--- src/rtl/exe_stage_if.sv ---
// Decode -> execute handoff bus.
// Carries one decoded instruction (operand selects, register numbers,
// register-file read data, immediate, shift amount, PC, destination and
// trap flag) under a de_valid / exe_allowin handshake.
//   master : decode side (drives de_*, reads exe_allowin)
//   slave  : execute side (reads de_*, drives exe_allowin)
interface exe_stage_if #(
  parameter int DATA_WIDTH = 32,
  parameter int RA_W       = 5
);
  logic                  de_valid;
  logic                  exe_allowin;
  logic [3:0]            de_alu_op;
  logic [1:0]            de_src_a_sel;
  logic [1:0]            de_src_b_sel;
  logic [RA_W-1:0]       de_rs;
  logic [RA_W-1:0]       de_rt;
  logic [DATA_WIDTH-1:0] de_rs_val;
  logic [DATA_WIDTH-1:0] de_rt_val;
  logic [15:0]           de_imm16;
  logic [4:0]            de_shamt;
  logic [DATA_WIDTH-1:0] de_pc;
  logic [RA_W-1:0]       de_dest;
  logic                  de_ovf_trap;

  modport master (
    output de_valid, de_alu_op, de_src_a_sel, de_src_b_sel, de_rs, de_rt,
           de_rs_val, de_rt_val, de_imm16, de_shamt, de_pc, de_dest, de_ovf_trap,
    input  exe_allowin
  );

  modport slave (
    input  de_valid, de_alu_op, de_src_a_sel, de_src_b_sel, de_rs, de_rt,
           de_rs_val, de_rt_val, de_imm16, de_shamt, de_pc, de_dest, de_ovf_trap,
    output exe_allowin
  );
endinterface

--- src/rtl/exe_stage.sv ---
// Execute stage of the 5-stage MIPS core (between decode and memory).
// Latches a decoded instruction with its operands already selected and
// forwarded, presents them to an external combinational ALU, and registers
// the ALU result toward the memory stage under a valid/allowin handshake.
// Ports:
//   clk, resetn        clock, asynchronous active-low reset
//   flush              kills EXE and MEM valids, blocks acceptance this cycle
//   de (slave)         decode -> execute instruction bus + exe_allowin
//   fwd_mem_*/fwd_wb_* MEM/WB forwarding sources (dest 0 = none)
//   alu_a/alu_b/alu_op operands and opcode to the ALU
//   alu_result/alu_overflow  ALU response
//   mem_allowin        memory stage can accept
//   mem_valid/mem_result/mem_dest/mem_pc/mem_ovf_exc  registered EXE->MEM payload
module exe_stage #(
  parameter int DATA_WIDTH = 32,
  parameter int RA_W       = 5
) (
  input  logic                  clk,
  input  logic                  resetn,
  input  logic                  flush,
  exe_stage_if.slave            de,
  input  logic [RA_W-1:0]       fwd_mem_dest,
  input  logic [RA_W-1:0]       fwd_wb_dest,
  input  logic [DATA_WIDTH-1:0] fwd_mem_val,
  input  logic [DATA_WIDTH-1:0] fwd_wb_val,
  input  logic                  fwd_mem_valid,
  input  logic                  fwd_wb_valid,
  output logic [DATA_WIDTH-1:0] alu_a,
  output logic [DATA_WIDTH-1:0] alu_b,
  output logic [3:0]            alu_op,
  input  logic [DATA_WIDTH-1:0] alu_result,
  input  logic                  alu_overflow,
  input  logic                  mem_allowin,
  output logic                  mem_valid,
  output logic [DATA_WIDTH-1:0] mem_result,
  output logic [RA_W-1:0]       mem_dest,
  output logic [DATA_WIDTH-1:0] mem_pc,
  output logic                  mem_ovf_exc
);

  // Operand resolution: MEM beats WB beats register file; $0 is never forwarded.
  function automatic logic [DATA_WIDTH-1:0] fwd_operand(
    input logic [RA_W-1:0]       src,
    input logic [DATA_WIDTH-1:0] rf_val,
    input logic                  m_valid,
    input logic [RA_W-1:0]       m_dest,
    input logic [DATA_WIDTH-1:0] m_val,
    input logic                  w_valid,
    input logic [RA_W-1:0]       w_dest,
    input logic [DATA_WIDTH-1:0] w_val
  );
    logic [DATA_WIDTH-1:0] r;
    r = rf_val;
    if (src != '0) begin
      if (m_valid && (m_dest == src))      r = m_val;
      else if (w_valid && (w_dest == src)) r = w_val;
    end
    return r;
  endfunction

  // Single-cycle ALU: an instruction in EXE is always ready to leave.
  logic exe_ready_go;
  logic exe_allowin;
  logic exe_accept;
  logic exe_to_mem;

  logic [DATA_WIDTH-1:0] rs_fwd, rt_fwd;
  logic [DATA_WIDTH-1:0] src_a_sel, src_b_sel;

  logic                  exe_valid_q,    exe_valid_d;
  logic [3:0]            exe_alu_op_q,   exe_alu_op_d;
  logic [DATA_WIDTH-1:0] exe_a_q,        exe_a_d;
  logic [DATA_WIDTH-1:0] exe_b_q,        exe_b_d;
  logic [RA_W-1:0]       exe_dest_q,     exe_dest_d;
  logic [DATA_WIDTH-1:0] exe_pc_q,       exe_pc_d;
  logic                  exe_ovf_trap_q, exe_ovf_trap_d;

  logic                  mem_valid_q,    mem_valid_d;
  logic [DATA_WIDTH-1:0] mem_result_q,   mem_result_d;
  logic [RA_W-1:0]       mem_dest_q,     mem_dest_d;
  logic [DATA_WIDTH-1:0] mem_pc_q,       mem_pc_d;
  logic                  mem_ovf_exc_q,  mem_ovf_exc_d;

  assign exe_ready_go   = 1'b1;
  assign exe_allowin    = ~exe_valid_q | (exe_ready_go & mem_allowin);
  assign de.exe_allowin = exe_allowin;
  assign exe_accept     = exe_allowin & de.de_valid & ~flush;
  assign exe_to_mem     = exe_valid_q & exe_ready_go & mem_allowin & ~flush;

  // Decode -> EXE boundary: select and forward operands before latching.
  always_comb begin
    rs_fwd = fwd_operand(de.de_rs, de.de_rs_val, fwd_mem_valid, fwd_mem_dest, fwd_mem_val,
                         fwd_wb_valid, fwd_wb_dest, fwd_wb_val);
    rt_fwd = fwd_operand(de.de_rt, de.de_rt_val, fwd_mem_valid, fwd_mem_dest, fwd_mem_val,
                         fwd_wb_valid, fwd_wb_dest, fwd_wb_val);
    src_a_sel = '0;
    case (de.de_src_a_sel)
      2'd0:    src_a_sel = rs_fwd;
      2'd1:    src_a_sel = {{(DATA_WIDTH-5){1'b0}}, de.de_shamt};
      2'd2:    src_a_sel = de.de_pc;
      default: src_a_sel = '0;
    endcase
    src_b_sel = '0;
    case (de.de_src_b_sel)
      2'd0:    src_b_sel = rt_fwd;
      2'd1:    src_b_sel = {{(DATA_WIDTH-16){de.de_imm16[15]}}, de.de_imm16};
      2'd2:    src_b_sel = {{(DATA_WIDTH-16){1'b0}}, de.de_imm16};
      default: src_b_sel = DATA_WIDTH'(8);
    endcase
  end

  always_comb begin
    exe_valid_d    = exe_valid_q;
    exe_alu_op_d   = exe_alu_op_q;
    exe_a_d        = exe_a_q;
    exe_b_d        = exe_b_q;
    exe_dest_d     = exe_dest_q;
    exe_pc_d       = exe_pc_q;
    exe_ovf_trap_d = exe_ovf_trap_q;
    if (flush)            exe_valid_d = 1'b0;
    else if (exe_allowin) exe_valid_d = de.de_valid;
    if (exe_accept) begin
      exe_alu_op_d   = de.de_alu_op;
      exe_a_d        = src_a_sel;
      exe_b_d        = src_b_sel;
      exe_dest_d     = de.de_dest;
      exe_pc_d       = de.de_pc;
      exe_ovf_trap_d = de.de_ovf_trap;
    end
  end

  // EXE -> MEM boundary: capture ALU response; a trapped add/sub loses its write-back.
  always_comb begin
    mem_valid_d   = mem_valid_q;
    mem_result_d  = mem_result_q;
    mem_dest_d    = mem_dest_q;
    mem_pc_d      = mem_pc_q;
    mem_ovf_exc_d = mem_ovf_exc_q;
    if (flush)            mem_valid_d = 1'b0;
    else if (mem_allowin) mem_valid_d = exe_valid_q & exe_ready_go;
    if (exe_to_mem) begin
      mem_result_d  = alu_result;
      mem_pc_d      = exe_pc_q;
      mem_ovf_exc_d = exe_ovf_trap_q & alu_overflow;
      mem_dest_d    = (exe_ovf_trap_q & alu_overflow) ? '0 : exe_dest_q;
    end
  end

  always_ff @(posedge clk or negedge resetn) begin
    if (!resetn) begin
      exe_valid_q    <= 1'b0;
      exe_alu_op_q   <= '0;
      exe_a_q        <= '0;
      exe_b_q        <= '0;
      exe_dest_q     <= '0;
      exe_pc_q       <= '0;
      exe_ovf_trap_q <= 1'b0;
      mem_valid_q    <= 1'b0;
      mem_result_q   <= '0;
      mem_dest_q     <= '0;
      mem_pc_q       <= '0;
      mem_ovf_exc_q  <= 1'b0;
    end else begin
      exe_valid_q    <= exe_valid_d;
      exe_alu_op_q   <= exe_alu_op_d;
      exe_a_q        <= exe_a_d;
      exe_b_q        <= exe_b_d;
      exe_dest_q     <= exe_dest_d;
      exe_pc_q       <= exe_pc_d;
      exe_ovf_trap_q <= exe_ovf_trap_d;
      mem_valid_q    <= mem_valid_d;
      mem_result_q   <= mem_result_d;
      mem_dest_q     <= mem_dest_d;
      mem_pc_q       <= mem_pc_d;
      mem_ovf_exc_q  <= mem_ovf_exc_d;
    end
  end

  assign alu_a       = exe_a_q;
  assign alu_b       = exe_b_q;
  assign alu_op      = exe_alu_op_q;
  assign mem_valid   = mem_valid_q;
  assign mem_result  = mem_result_q;
  assign mem_dest    = mem_dest_q;
  assign mem_pc      = mem_pc_q;
  assign mem_ovf_exc = mem_ovf_exc_q;

endmodule
--- src/flat_wrapper.sv ---
// flat-port wrapper written by rule: the top's interface ports become plain ports
module exe_stage_flat 
#(
  parameter int DATA_WIDTH = 32,
  parameter int RA_W       = 5
)
  (clk, resetn, flush, fwd_mem_dest, fwd_wb_dest, fwd_mem_val, fwd_wb_val, fwd_mem_valid, fwd_wb_valid, alu_a, alu_b, alu_op, alu_result, alu_overflow, mem_allowin, mem_valid, mem_result, mem_dest, mem_pc, mem_ovf_exc, de_de_valid, de_de_alu_op, de_de_src_a_sel, de_de_src_b_sel, de_de_rs, de_de_rt, de_de_rs_val, de_de_rt_val, de_de_imm16, de_de_shamt, de_de_pc, de_de_dest, de_de_ovf_trap, de_exe_allowin);
  exe_stage_if #(.DATA_WIDTH(DATA_WIDTH), .RA_W(RA_W)) de_i ();
  input  logic clk;
  input  logic resetn;
  input  logic flush;
  input  logic [RA_W-1:0] fwd_mem_dest;
  input  logic [RA_W-1:0] fwd_wb_dest;
  input  logic [DATA_WIDTH-1:0] fwd_mem_val;
  input  logic [DATA_WIDTH-1:0] fwd_wb_val;
  input  logic fwd_mem_valid;
  input  logic fwd_wb_valid;
  output logic [DATA_WIDTH-1:0] alu_a;
  output logic [DATA_WIDTH-1:0] alu_b;
  output logic [3:0] alu_op;
  input  logic [DATA_WIDTH-1:0] alu_result;
  input  logic alu_overflow;
  input  logic mem_allowin;
  output logic mem_valid;
  output logic [DATA_WIDTH-1:0] mem_result;
  output logic [RA_W-1:0] mem_dest;
  output logic [DATA_WIDTH-1:0] mem_pc;
  output logic mem_ovf_exc;
  input wire logic [$bits(de_i.de_valid)-1:0] de_de_valid;
  input wire logic [$bits(de_i.de_alu_op)-1:0] de_de_alu_op;
  input wire logic [$bits(de_i.de_src_a_sel)-1:0] de_de_src_a_sel;
  input wire logic [$bits(de_i.de_src_b_sel)-1:0] de_de_src_b_sel;
  input wire logic [$bits(de_i.de_rs)-1:0] de_de_rs;
  input wire logic [$bits(de_i.de_rt)-1:0] de_de_rt;
  input wire logic [$bits(de_i.de_rs_val)-1:0] de_de_rs_val;
  input wire logic [$bits(de_i.de_rt_val)-1:0] de_de_rt_val;
  input wire logic [$bits(de_i.de_imm16)-1:0] de_de_imm16;
  input wire logic [$bits(de_i.de_shamt)-1:0] de_de_shamt;
  input wire logic [$bits(de_i.de_pc)-1:0] de_de_pc;
  input wire logic [$bits(de_i.de_dest)-1:0] de_de_dest;
  input wire logic [$bits(de_i.de_ovf_trap)-1:0] de_de_ovf_trap;
  output wire logic [$bits(de_i.exe_allowin)-1:0] de_exe_allowin;
  assign de_i.de_valid = de_de_valid;
  assign de_i.de_alu_op = de_de_alu_op;
  assign de_i.de_src_a_sel = de_de_src_a_sel;
  assign de_i.de_src_b_sel = de_de_src_b_sel;
  assign de_i.de_rs = de_de_rs;
  assign de_i.de_rt = de_de_rt;
  assign de_i.de_rs_val = de_de_rs_val;
  assign de_i.de_rt_val = de_de_rt_val;
  assign de_i.de_imm16 = de_de_imm16;
  assign de_i.de_shamt = de_de_shamt;
  assign de_i.de_pc = de_de_pc;
  assign de_i.de_dest = de_de_dest;
  assign de_i.de_ovf_trap = de_de_ovf_trap;
  assign de_exe_allowin = de_i.exe_allowin;
  exe_stage #(.DATA_WIDTH(DATA_WIDTH), .RA_W(RA_W)) u_core (.clk(clk), .resetn(resetn), .flush(flush), .de(de_i), .fwd_mem_dest(fwd_mem_dest), .fwd_wb_dest(fwd_wb_dest), .fwd_mem_val(fwd_mem_val), .fwd_wb_val(fwd_wb_val), .fwd_mem_valid(fwd_mem_valid), .fwd_wb_valid(fwd_wb_valid), .alu_a(alu_a), .alu_b(alu_b), .alu_op(alu_op), .alu_result(alu_result), .alu_overflow(alu_overflow), .mem_allowin(mem_allowin), .mem_valid(mem_valid), .mem_result(mem_result), .mem_dest(mem_dest), .mem_pc(mem_pc), .mem_ovf_exc(mem_ovf_exc));
endmodule
--- config.mk ---
export PLATFORM = sky130hd
export DESIGN_NAME = exe_stage_flat
export DESIGN_NICKNAME = d
export VERILOG_FILES = /design/src/rtl/exe_stage_if.sv /design/src/rtl/exe_stage.sv /design/src/flat_wrapper.sv
export SDC_FILE = /design/constraint.sdc
export NUM_CORES = 1
export LEC_CHECK = 0
export CORE_UTILIZATION = 40
export DETAILED_ROUTE_END_ITERATION = 10
export PLACE_DENSITY = 0.77
export RECOVER_POWER = 50
export SLEW_MARGIN = 40
export SYNTH_ARGS = -nofsm -noshare
export SYNTH_HDL_FRONTEND = slang
export SYNTH_SLANG_ARGS = --single-unit
--- constraint.sdc ---
create_clock -name clk -period 4.3 [get_ports clk]
set_input_delay 0.86 -clock clk [delete_from_list [all_inputs] [get_ports clk]]
set_output_delay 0.86 -clock clk [all_outputs]
set_load 0.05 [all_outputs]
Word-level counts from Yosys, hierarchy flattened. Cells that the tools add are included.

Register bits: 178. Input port bits: 255. Output and inout port bits: 140. Logic and storage cells: 51.

Equality and inequality tests: 8. Mux-type cells: 13. Bitwise operators: 8. Reduce and logical (&&, ||, !) cells: 10.

Operator list (count): two-way mux 32 bit (6); case mux 32 bit (3 select lines) (2); == test 5 bit (4); nonzero test 5 bit (2); AND 1 bit (5); two-way mux 5 bit (1); == test 2 x 1 -> 1 bit (second input constant) (2); == test 2 bit (second input constant) (2); logical AND 1 bit (4); logical NOT 2 bit (2); two-way mux 1 bit (4); nonzero test 2 bit (2); inverter 1 bit (2); bitwise OR 1 bit (1).

Longest topological paths before layout.
Depth in word-level cells: 6. Mapped depth: 9.

Least setup slack after synthesis. Ideal clock, no wire load.

Path kind: input-to-reg. Start point: input mem_allowin. End point: register u_core.exe_a_q[17], in the netlist u_core.alu_a[17]. Arrival: 2.346 ns. Slack: 1.886 ns. Cell stages on the path: 7. Path buffers: 1. Path through: nor2b_1 inv_1 nand3b_2 nor4_2 buf_2 a221oi_1 nand2_1.

Cells in the longest elaborated chain, start to end: 3.

Ends and longest elaborated chain: start: declaration (RTL line flat_wrapper.sv:23) `input logic mem_allowin;`; bitwise OR 1 bit (RTL line exe_stage.sv:85) `assign exe_allowin = ~exe_valid_q | (exe_ready_go & mem_allowin);`; via de_exe_allowin (RTL line flat_wrapper.sv:42) `output wire logic [$bits(de_i.exe_allowin)-1:0] de_exe_allowin;`; AND 1 bit (2 in a row) (RTL line exe_stage.sv:87) `assign exe_accept = exe_allowin & de.de_valid & ~flush;`; end signal: assignment (RTL line exe_stage.sv:153) `exe_a_q <= '0;`; end signal: assignment (RTL line exe_stage.sv:166) `exe_a_q <= exe_a_d;`; end: declaration (RTL line exe_stage.sv:72) `logic [DATA_WIDTH-1:0] exe_a_q, exe_a_d;`.

The timed path passes the listed nets, and every way through them passes these cells. A chain may end at the register's enable or synchronous reset.

Worst setup path after layout.
Start point: input mem_allowin. End point: output de_exe_allowin.

Cells in the longest elaborated chain, start to end: 1.

Ends and longest elaborated chain (RTL line): bitwise OR 1 bit (exe_stage.sv:85); end: declaration (flat_wrapper.sv:42).

No other way between the ends.

==> impl_metrics.tcl <==
set metrics [dict create \
    violations "design-rule violations, max-capacitance violations, max-slew violations" \
    syn_inst 918 \
    yosysTopAreaCell "dfrtp_1" \
    synthToLayoutAreaGrowth_pct 52.7 \
    grt_use_met3_pct 5.89 \
    status "finished with violations" \
    synth_area_per_cell_sq_um 9.86 \
    coreArea_sq_um 22000 \
    post-route-period-util_pct 81.1 \
    final_layout_size_suffix_gt1_share_pct 10.8 \
    synth_warnings 0 \
    cts.sinks 178 \
    die_area_sq_um 23200 \
    cts_tree "built" \
    crit_type "in2out" \
    max_freq_mhz 287 \
    path_clk_slew_ps 70 \
    grt_max_degree 117 \
    htreeDepth 4 \
    drv_slew 193 \
    r2r_setup_slack_ps 1800 \
    post_cts_resize_count 0 \
    setup_viol 0 \
    end_kind "output pin" \
    power_density_nw_per_um2 445 \
    rows 54 \
    crit_path_max_fanout 3 \
    start_util_pct 41.1 \
    critical_path_arrival_ps 2630 \
    n_fill_cell 1805 \
    max_slew.worst_pin.slew_ps 3090 \
    instances_no_fill 1581 \
    maxSlewHeadroom_pct -106 \
    cts_root_buffer "clkbuf_16" \
    hold_path.class "reg2reg" \
    wire_per_inst_microns 21.7 \
    yosys.area.top_type_share_pct 49.2 \
    grt_pass1_wl_mm 52.0 \
    rsz0062_at_grt "false" \
    drt-total-wl_mm 34.3 \
    port_buffers 394 \
    setup_tns_ps 0 \
    synth.distinct_cells 47 \
    dieHeight_microns 152 \
    grt_pass1_vias 8866 \
    synth-main-ff-cell "dfrtp_1" \
    placed_cells 1547 \
    firstDrtPassIters 11 \
    hold_viol_final 0 \
    drtIter0Drc 678 \
    globalRouteMet1Util_pct 37.9 \
    clk_path_buf_depth 2 \
    final.min_clock_period_ps 3490 \
    layout_commonest_cell "clkdlybuf4s50_1" \
    clk_latency_ps 430 \
    antenna_found_initial 2 \
    layout.nets 1541 \
    ys_seq_elements 178 \
    vias_per_cell 5.55 \
    die_x_microns 152 \
    cp-start-kind "input port" \
    critical_path_required_ps 3440 \
    cts_buffers 17 \
    grtUsageTotal_pct 29.4 \
    cts_hold_buf 0 \
    busiest_layer "met2" \
    gp_congestion 0.897 \
    gr-total-overflow 0 \
    synth.area.top_cells "dfrtp_1, mux2_2, nand2_1" \
    grtUsageMet2_pct 47.7 \
    antenna_left 0 \
    drv_cap 2 \
    postCtsSetupBuffers 0 \
    p_leak_nw 6.24 \
    layout_common_cells "clkdlybuf4s50_1, dfrtp_1, nand2_1" \
    via_count 8780 \
    synth_enable_flop_cells 0 \
    syn_area_sq_um 9050 \
    ios 395 \
    clock_skew_ps 13.6 \
    drc 28 \
    dp_hpwl_mm 25.6 \
    yosysSeqAreaShare_pct 49.2 \
    synthArstFlopShare_pct 100 \
    vdd_drop_max_mv 0.260 \
    syn_nets 1173 \
]
[where the power goes]
part           internal (mW)  switching [mW]  total (mW)
Combinational          0.927            1.48        2.41
Sequential              2.00           0.187        2.18
Clock                  0.804           0.753        1.56
Total                   3.73            2.42        6.15
[sequential cells by signal, indices dropped and copies added, names as in the netlist]
signal and count:
u_core.exe_ovf_trap_q 1, u_core.exe_pc_q 32, u_core.alu_b 32, u_core.mem_valid 1
u_core.exe_valid_q 1, u_core.mem_ovf_exc 1, u_core.mem_pc 32, u_core.exe_dest_q 5
u_core.alu_a 32, u_core.alu_op 4, u_core.mem_dest 5, u_core.mem_result 32
[area by class of cell]
class	count	area [sq um]	share of cell area [%]
sequential	178	4450	32.2
multi-input combinational	670	4310	31.2
timing repair buffer	412	4090	29.6
clock buffer	19	453	3.28
tap	280	350	2.53
clock inverter	13	136	0.986
inverter	7	26.3	0.190
antenna	2	5.00	0.0362
[through the flow]
stage | total power [mW] | utilization [%] | worst slack, ps | hold slack (ps) | instance area (sq um)
4_1_cts | 6.19 | 62.9 | 938 | 433 | 13900
3_3_place_gp | 4.58 | 60.2 | 907 | 454 | 13300
5_1_grt | 6.37 | 62.8 | 500 | 491 | 13800
3_5_place_dp | 4.62 | 60.2 | 901 | 458 | 13300
2_1_floorplan | 3.57 | - | 1890 | 442 | 9050
6_report | 6.15 | 62.8 | 814 | 469 | 13800
[metal layers]
metal	vias to the layer above	wire length, microns
li1	3997	-
met1	4243	13900
met2	475	16400
met3	65	2780
met4	0	1270
met5	-	0
[Yosys cell counts (6+ instances only)]
cell	count
dfrtp_1	178
nand2_1	177
mux2_2	64
nor2_1	62
a21oi_1	45
o21ai_0	36
clkbuf_1	31
mux2i_1	31
a211o_1	30
and3_1	27
a221oi_1	20
nor3_1	16
or3_1	16
xnor2_1	16
buf_2	14
and2_1	13
nand3b_1	12
a222oi_1	10
buf_1	10
o21ai_1	10
o21bai_1	10
o221a_2	10
nor2b_1	8
inv_1	7
a211oi_1	6
[critical path, cell delays in order]
cell and delay (ps):
dlygate4sd3_1 580, nor2b_1 300, inv_1 150, clkdlybuf4s50_1 720
[final timing paths]
kind                       depth (start not counted)                 from               endpoint
min in group asynchronous                          1               resetn    u_core.exe_pc_q[24]
min reg2reg                                        2  u_core.exe_pc_q[25]    u_core.exe_pc_q[25]
min                                                2  u_core.exe_pc_q[25]    u_core.exe_pc_q[25]
max reg2reg                                        3   u_core.exe_valid_q      u_core.mem_pc[23]
max                                                4          mem_allowin         de_exe_allowin
max in group asynchronous                          2               resetn  u_core.mem_result[24]
[kinds of logic (layout without fill, tap and decap cells)]
family	count (synthesis)	after routing	synth area share, %
simple gates	356	356	18.1
compound gates	198	198	15.7
flops	178	178	49.2
mux	95	95	11.4
buf+inv	70	451	3.64
xor+xnor	21	21	2.03
other cells	0	2	0
Note: power is estimated with default switching activity, not from simulation.
